[src/rtl/regfile_write_arbiter_pkg.sv]
`default_nettype none
// +--------------------------------------------------------------------+
// | regfile_write_arbiter_pkg                                          |
// | Shared width derivations for the register-file write arbiter.      |
// | Revision: 1.0                                                      |
// +--------------------------------------------------------------------+
package regfile_write_arbiter_pkg;

  // The result is never below 1 bit, so a count of 1 still gives a usable vector.
  function automatic int unsigned index_width(input int unsigned count);
    return (count <= 1) ? 1 : $clog2(count);
  endfunction

  function automatic int unsigned addr_width(input int unsigned bit_width);
    return index_width(bit_width);
  endfunction

  function automatic int unsigned ptr_width(input int unsigned requesters);
    return index_width(requesters);
  endfunction

endpackage : regfile_write_arbiter_pkg
`default_nettype wire

[src/rtl/rr_priority_pick.sv]
`default_nettype none
// +--------------------------------------------------------------------+
// | rr_priority_pick                                                   |
// | Round-robin find-first: rotate by ptr, pick lowest, un-rotate.     |
// | Revision: 1.0                                                      |
// +--------------------------------------------------------------------+
module rr_priority_pick #(
  parameter int N  = 4,
  parameter int PW = 2
) (
  input  logic [N-1:0]  i_req,
  input  logic [PW-1:0] i_ptr,
  output logic [N-1:0]  o_grant,
  output logic [PW-1:0] o_idx,
  output logic          o_valid
);

  logic [2*N-1:0] w_dbl;
  logic [N-1:0]   w_rot;
  logic           w_found;
  int unsigned    w_first;
  int unsigned    w_sum;

  assign w_dbl = {i_req, i_req};

  always_comb begin
    w_rot   = '0;
    w_found = 1'b0;
    w_first = 0;
    w_sum   = 0;
    o_grant = '0;
    o_idx   = '0;
    // Bit k of the rotated vector is requester (ptr + k) mod N.
    for (int k = 0; k < N; k++) begin
      w_rot[k] = w_dbl[k + int'(i_ptr)];
    end
    for (int k = 0; k < N; k++) begin
      if (!w_found && w_rot[k]) begin
        w_found = 1'b1;
        w_first = k;
      end
    end
    w_sum = w_first + int'(i_ptr);
    if (w_sum >= N) begin
      w_sum = w_sum - N;
    end
    if (w_found) begin
      o_idx          = PW'(w_sum);
      o_grant[o_idx] = 1'b1;
    end
  end

  assign o_valid = w_found;

endmodule : rr_priority_pick
`default_nettype wire

[src/rtl/regfile_write_arbiter.sv]
`default_nettype none
// +--------------------------------------------------------------------+
// | regfile_write_arbiter                                              |
// | Round-robin share of the register-file write port, registered out. |
// | Revision: 1.0                                                      |
// +--------------------------------------------------------------------+
module regfile_write_arbiter
  import regfile_write_arbiter_pkg::*;
#(
  parameter int P_Requesters = 4,
  parameter int P_BitWidth   = 32,
  parameter int P_DataWidth  = 32,
  localparam int AW = addr_width(P_BitWidth),
  localparam int PW = ptr_width(P_Requesters)
) (
  input  logic                              In_Clock,
  input  logic                              In_Reset_n,
  input  logic [P_Requesters-1:0]           In_Request,
  input  logic [P_Requesters*AW-1:0]        In_Address,
  input  logic [P_Requesters*P_DataWidth-1:0] In_Data,
  input  logic                              In_Stall,
  output logic [P_Requesters-1:0]           Out_Grant,
  output logic [AW-1:0]                     Out_DecAddress,
  output logic                              Out_DecEnable,
  output logic [P_DataWidth-1:0]            Out_WriteData,
  output logic                              Out_Busy
);

  logic [PW-1:0]           r_ptr;
  logic [P_Requesters-1:0] w_req_eff;
  logic [P_Requesters-1:0] w_grant;
  logic [PW-1:0]           w_idx;
  logic                    w_any;

  // A stall hides every request from the picker, so nothing wins and Ptr holds.
  assign w_req_eff = In_Stall ? '0 : In_Request;

  rr_priority_pick #(
    .N  (P_Requesters),
    .PW (PW)
  ) u_pick (
    .i_req   (w_req_eff),
    .i_ptr   (r_ptr),
    .o_grant (w_grant),
    .o_idx   (w_idx),
    .o_valid (w_any)
  );

  assign Out_Grant = In_Reset_n ? w_grant : '0;

  always_ff @(posedge In_Clock or negedge In_Reset_n) begin
    if (!In_Reset_n) begin
      r_ptr          <= '0;
      Out_DecEnable  <= 1'b0;
      Out_DecAddress <= '0;
      Out_WriteData  <= '0;
      Out_Busy       <= 1'b0;
    end else begin
      Out_Busy      <= |In_Request;
      Out_DecEnable <= w_any;
      if (w_any) begin
        Out_DecAddress <= In_Address[w_idx*AW +: AW];
        Out_WriteData  <= In_Data[w_idx*P_DataWidth +: P_DataWidth];
        r_ptr          <= (w_idx == PW'(P_Requesters - 1)) ? '0 : w_idx + 1'b1;
      end
    end
  end

endmodule : regfile_write_arbiter
`default_nettype wire

[config.mk]
export PLATFORM = sky130hd
export DESIGN_NAME = regfile_write_arbiter
export DESIGN_NICKNAME = d
export VERILOG_FILES = /design/src/rtl/regfile_write_arbiter_pkg.sv /design/src/rtl/rr_priority_pick.sv /design/src/rtl/regfile_write_arbiter.sv
export SDC_FILE = /design/constraint.sdc
export NUM_CORES = 1
export LEC_CHECK = 0
export ABC_AREA = 1
export CAP_MARGIN = 20
export CORE_AREA = 2 2 98 100
export CTS_CLUSTER_DIAMETER = 30
export CTS_CLUSTER_SIZE = 40
export DETAILED_ROUTE_END_ITERATION = 12
export DIE_AREA = 0 0 100 102
export HOLD_SLACK_MARGIN = 0.08
export PLACE_DENSITY = 0.78
export SYNTH_ARGS = -nofsm -noshare
export SYNTH_HDL_FRONTEND = slang
export SYNTH_SLANG_ARGS = --single-unit
[constraint.sdc]
create_clock -name In_Clock -period 2.5 [get_ports In_Clock]
set_input_delay 0.25 -clock In_Clock [delete_from_list [all_inputs] [get_ports In_Clock]]
set_output_delay 0.25 -clock In_Clock [all_outputs]
set_load 0.03 [all_outputs]
==> metrics.cfg <==
[status]
run_status = complete, but fails checks
violations = setup timing

[detailed_routing]
routed_wl_um = 12610
routed_via_density = 4.736
drcViolationCount = 0
drt_first_iter_violations = 176
detail-route-antenna-nets = 0
wl_per_cell_um = 13.78
dr.pass1.iters = 5
num_vias = 4333

[floorplan]
die_h_um = 102
fp.dieW_um = 100
start_util = 0.3890
io-pin-count = 198
fp-row-count = 35
dieArea_mm2 = 0.01020
core_area_mm2 = 0.009109

[flow_run]
maxCapViolCount = 0

[layout]
antenna_cells = 0
final_cells = 915
finish.utilization = 0.6880
syn_to_final_growth_pct = 76.87
layout.nets = 960
drive_gt1_frac = 0.2313

[clock_tree]
cts-buffers-inserted = 5
cts.clk_slew.worst_paths_ns = 0.08
cts_tree = done
clock_sinks = 41
cts.root.buffer_cell = clkbuf_8
ctsHtreeMaxLevel = 2
clk_path_buf_depth = 2
clk-insertion-delay-late_ns = 0.29

[setup_path]
crit_required_ns = 2.25
critical_path.max_fanout = 5
critPathArrivalTime_ns = 2.53
crit_start = r_ptr[0]$_DFFE_PN0N_
reg2regPathDepth = 19
r2r-start = r_ptr[0]$_DFFE_PN0N_
cpMostUsedCell = nand2_4
reg2reg_slack_ns = -0.16
critPathKind = reg -> out
slowest_stage = dfrtp_2
endpoint = Out_Grant[1]
max_stage_delay_ns = 0.45
endpoint_kind = output port
crit_family = simple AND/OR/NAND/NOR gates
r2r-end = Out_WriteData[5]$_DFFE_PN0N_
path_cells = buf_6 > nand3_4 > nand2_4 > nand2_2 > nand2_2 > a21oi_2 > nor2_2 > ha_2 > xor2_2 > inv_1 > nand3_2 > nand2_4 > nand2_4 > nand2_4 > nor2_4 > buf_6
setup.worst_path.start_class = flop
worstSetupPathDepth = 16
cp_num_buf_inv = 3

[synth]
synth_top_family_by_area = simple AND/OR/NAND/NOR gates
synthXorXnorAreaFrac = 0.002472
synth-adder-area-share = 0.003531
synthSimpleGateAreaFrac = 0.5473
synth_cell_types = 25
synth_seq_cells = 41
avgSynthCellArea_um2 = 6.067
synth_compound_area_frac = 0.02860
syn-num-nets = 740
synth_area_mm2 = 0.003543
synth_mux_area_frac = 0
yosysSeqAreaShare = 0.2895
yosysWarnings = 0
syn_inst = 584

[sta]
setup_viol = 42
setup_tns_ns = -5.391
period_needed_ns = 2.777
holdWs_ns = 0.5939
worstMarginPinSlew_ns = 0.5516
slew-limit-headroom = 0.6323
slew_viol_final = 0
hold_viol = 0
rsz0062_at_grt = true
finClkSkew_ns = 0.009801
max_clock_freq_ghz = 0.3601
fin_crit_sh = 1.111
worst_slack_ns = -0.2771

[global_routing]
antenna_found_initial = 0
grt_max_degree = 42
grt_pass1_wl_um = 19150
grt_pass1_vias = 4170
grt-ovfl-total = 0
grt.total_usage = 0.2327

[place]
dp.cells = 889
post-dp-hpwl_um = 9017
gp_congestion = 0.9076
io_buffers = 197

[hold_path]
min_path_type = in -> async

tightest hold or removal path, stage by stage:
cell	delay, ns
dlygate4sd3_1	0.52
buf_2	0.12
buf_4	0.47
placed cells by master, fill, tap and decap left out, drive strengths merged:
cell type and count:
or2 74, nand2 261, ha 1, dlygate4sd3 1, xor2 1, inv 61
nor2 65, dfrtp 41, clkdlybuf4s50 192, nand3 15, clkinv 1, a21oi 18
clkbuf 8, buf 48, nor3 1, nand3b 15, or4 1
Yosys cell counts:
| cell type | instances | area share |
|---|---|---|
| clkbuf_1 | 8 | 0.0085 |
| inv_2 | 3 | 0.0032 |
| inv_1 | 59 | 0.062 |
| buf_4 | 3 | 0.0064 |
| nor2_1 | 63 | 0.067 |
| buf_6 | 13 | 0.041 |
| a21oi_4 | 1 | 0.0046 |
| nor2_4 | 2 | 0.0064 |
| nand2_4 | 2 | 0.0064 |
| xor2_1 | 1 | 0.0025 |
| buf_1 | 1 | 0.0011 |
| nand3_1 | 14 | 0.020 |
| or2_0 | 6 | 0.011 |
| nand2_1 | 252 | 0.27 |
| nand3b_1 | 15 | 0.032 |
| nand3_2 | 1 | 0.0028 |
| nor3_1 | 1 | 0.0014 |
| dfrtp_1 | 41 | 0.29 |
| or2_1 | 17 | 0.030 |
| nand2_2 | 7 | 0.012 |
| buf_2 | 4 | 0.0056 |
| or4_1 | 1 | 0.0021 |
| a21oi_1 | 17 | 0.024 |
| or2_2 | 51 | 0.090 |
| ha_1 | 1 | 0.0035 |
how the worst min path moves through the flow:
| stage | startpoint | to | slack (ns) | cells after the start |
|---|---|---|---|---|
| 6_report | In_Reset_n | Out_Busy$_DFF_PN0_ | 0.59 | 3 |
| 5_1_grt | Out_WriteData[10]$_DFFE_PN0N_ | Out_WriteData[10]$_DFFE_PN0N_ | 0.63 | 3 |
| 4_1_cts | Out_WriteData[12]$_DFFE_PN0N_ | Out_WriteData[12]$_DFFE_PN0N_ | 0.60 | 3 |
| 3_5_place_dp | In_Reset_n | Out_Busy$_DFF_PN0_ | 0.40 | 2 |
| 3_3_place_gp | In_Reset_n | Out_Busy$_DFF_PN0_ | 0.40 | 2 |
| 2_1_floorplan | In_Reset_n | Out_Busy$_DFF_PN0_ | -0.05 | 0 |
timing repair:
item | in CTS | in global routing
cloned | 0 | 2
gates resized for setup | 32 | 65
hold buffers | 1 | 0
buffers inserted | 11 | 7
setup endpoints to repair | 5 | 42
pin swaps | 7 | 16
endpoints found under the hold margin | 8 | 0
cell families after synthesis:
| family | count (synthesis) |
|---|---|
| fa+ha+maj | 1 |
| flops | 41 |
| simple gates | 432 |
| xor+xnor | 1 |
| compound gates | 18 |
| buf+inv | 91 |
state kept, by name, summed over array words and instances (netlist names):
name / flops
Out_DecAddress: 5
Out_WriteData: 32
Out_Busy: 1
r_ptr: 2
Out_DecEnable: 1
cell type report:
| type | count | area (µm²) |
|---|---|---|
| fill | 741 | 2841 |
| timing repair buffer | 242 | 2430 |
| multi-input combinational | 452 | 2344 |
| sequential | 41 | 1028 |
| inverter | 62 | 240.2 |
| tap | 111 | 138.9 |
| clock buffer | 7 | 86.33 |
metal layers:
layer  vias up  track usage  routed length [µm]
met1      1962       0.2671                4901
met2       189       0.4376                6468
li1       2159            -                   -
met5         -            0                   0
met4         0      0.05058                 210
met3        23      0.05882                1027
stage by stage:
| stage | setup WS, ns | cell area, µm² |
|---|---|---|
| global placement | -0.1279 | 5682 |
| global route | -0.3296 | 6267 |
| CTS | -0.07608 | 5978 |
| floorplan | -0.04933 | 3551 |
| detailed placement | -0.2172 | 5682 |
| finish | -0.2771 | 6267 |
Power of run 1 is not shown: default switching activity piles up to over one toggle a cycle in this logic, so the estimate is an artifact.
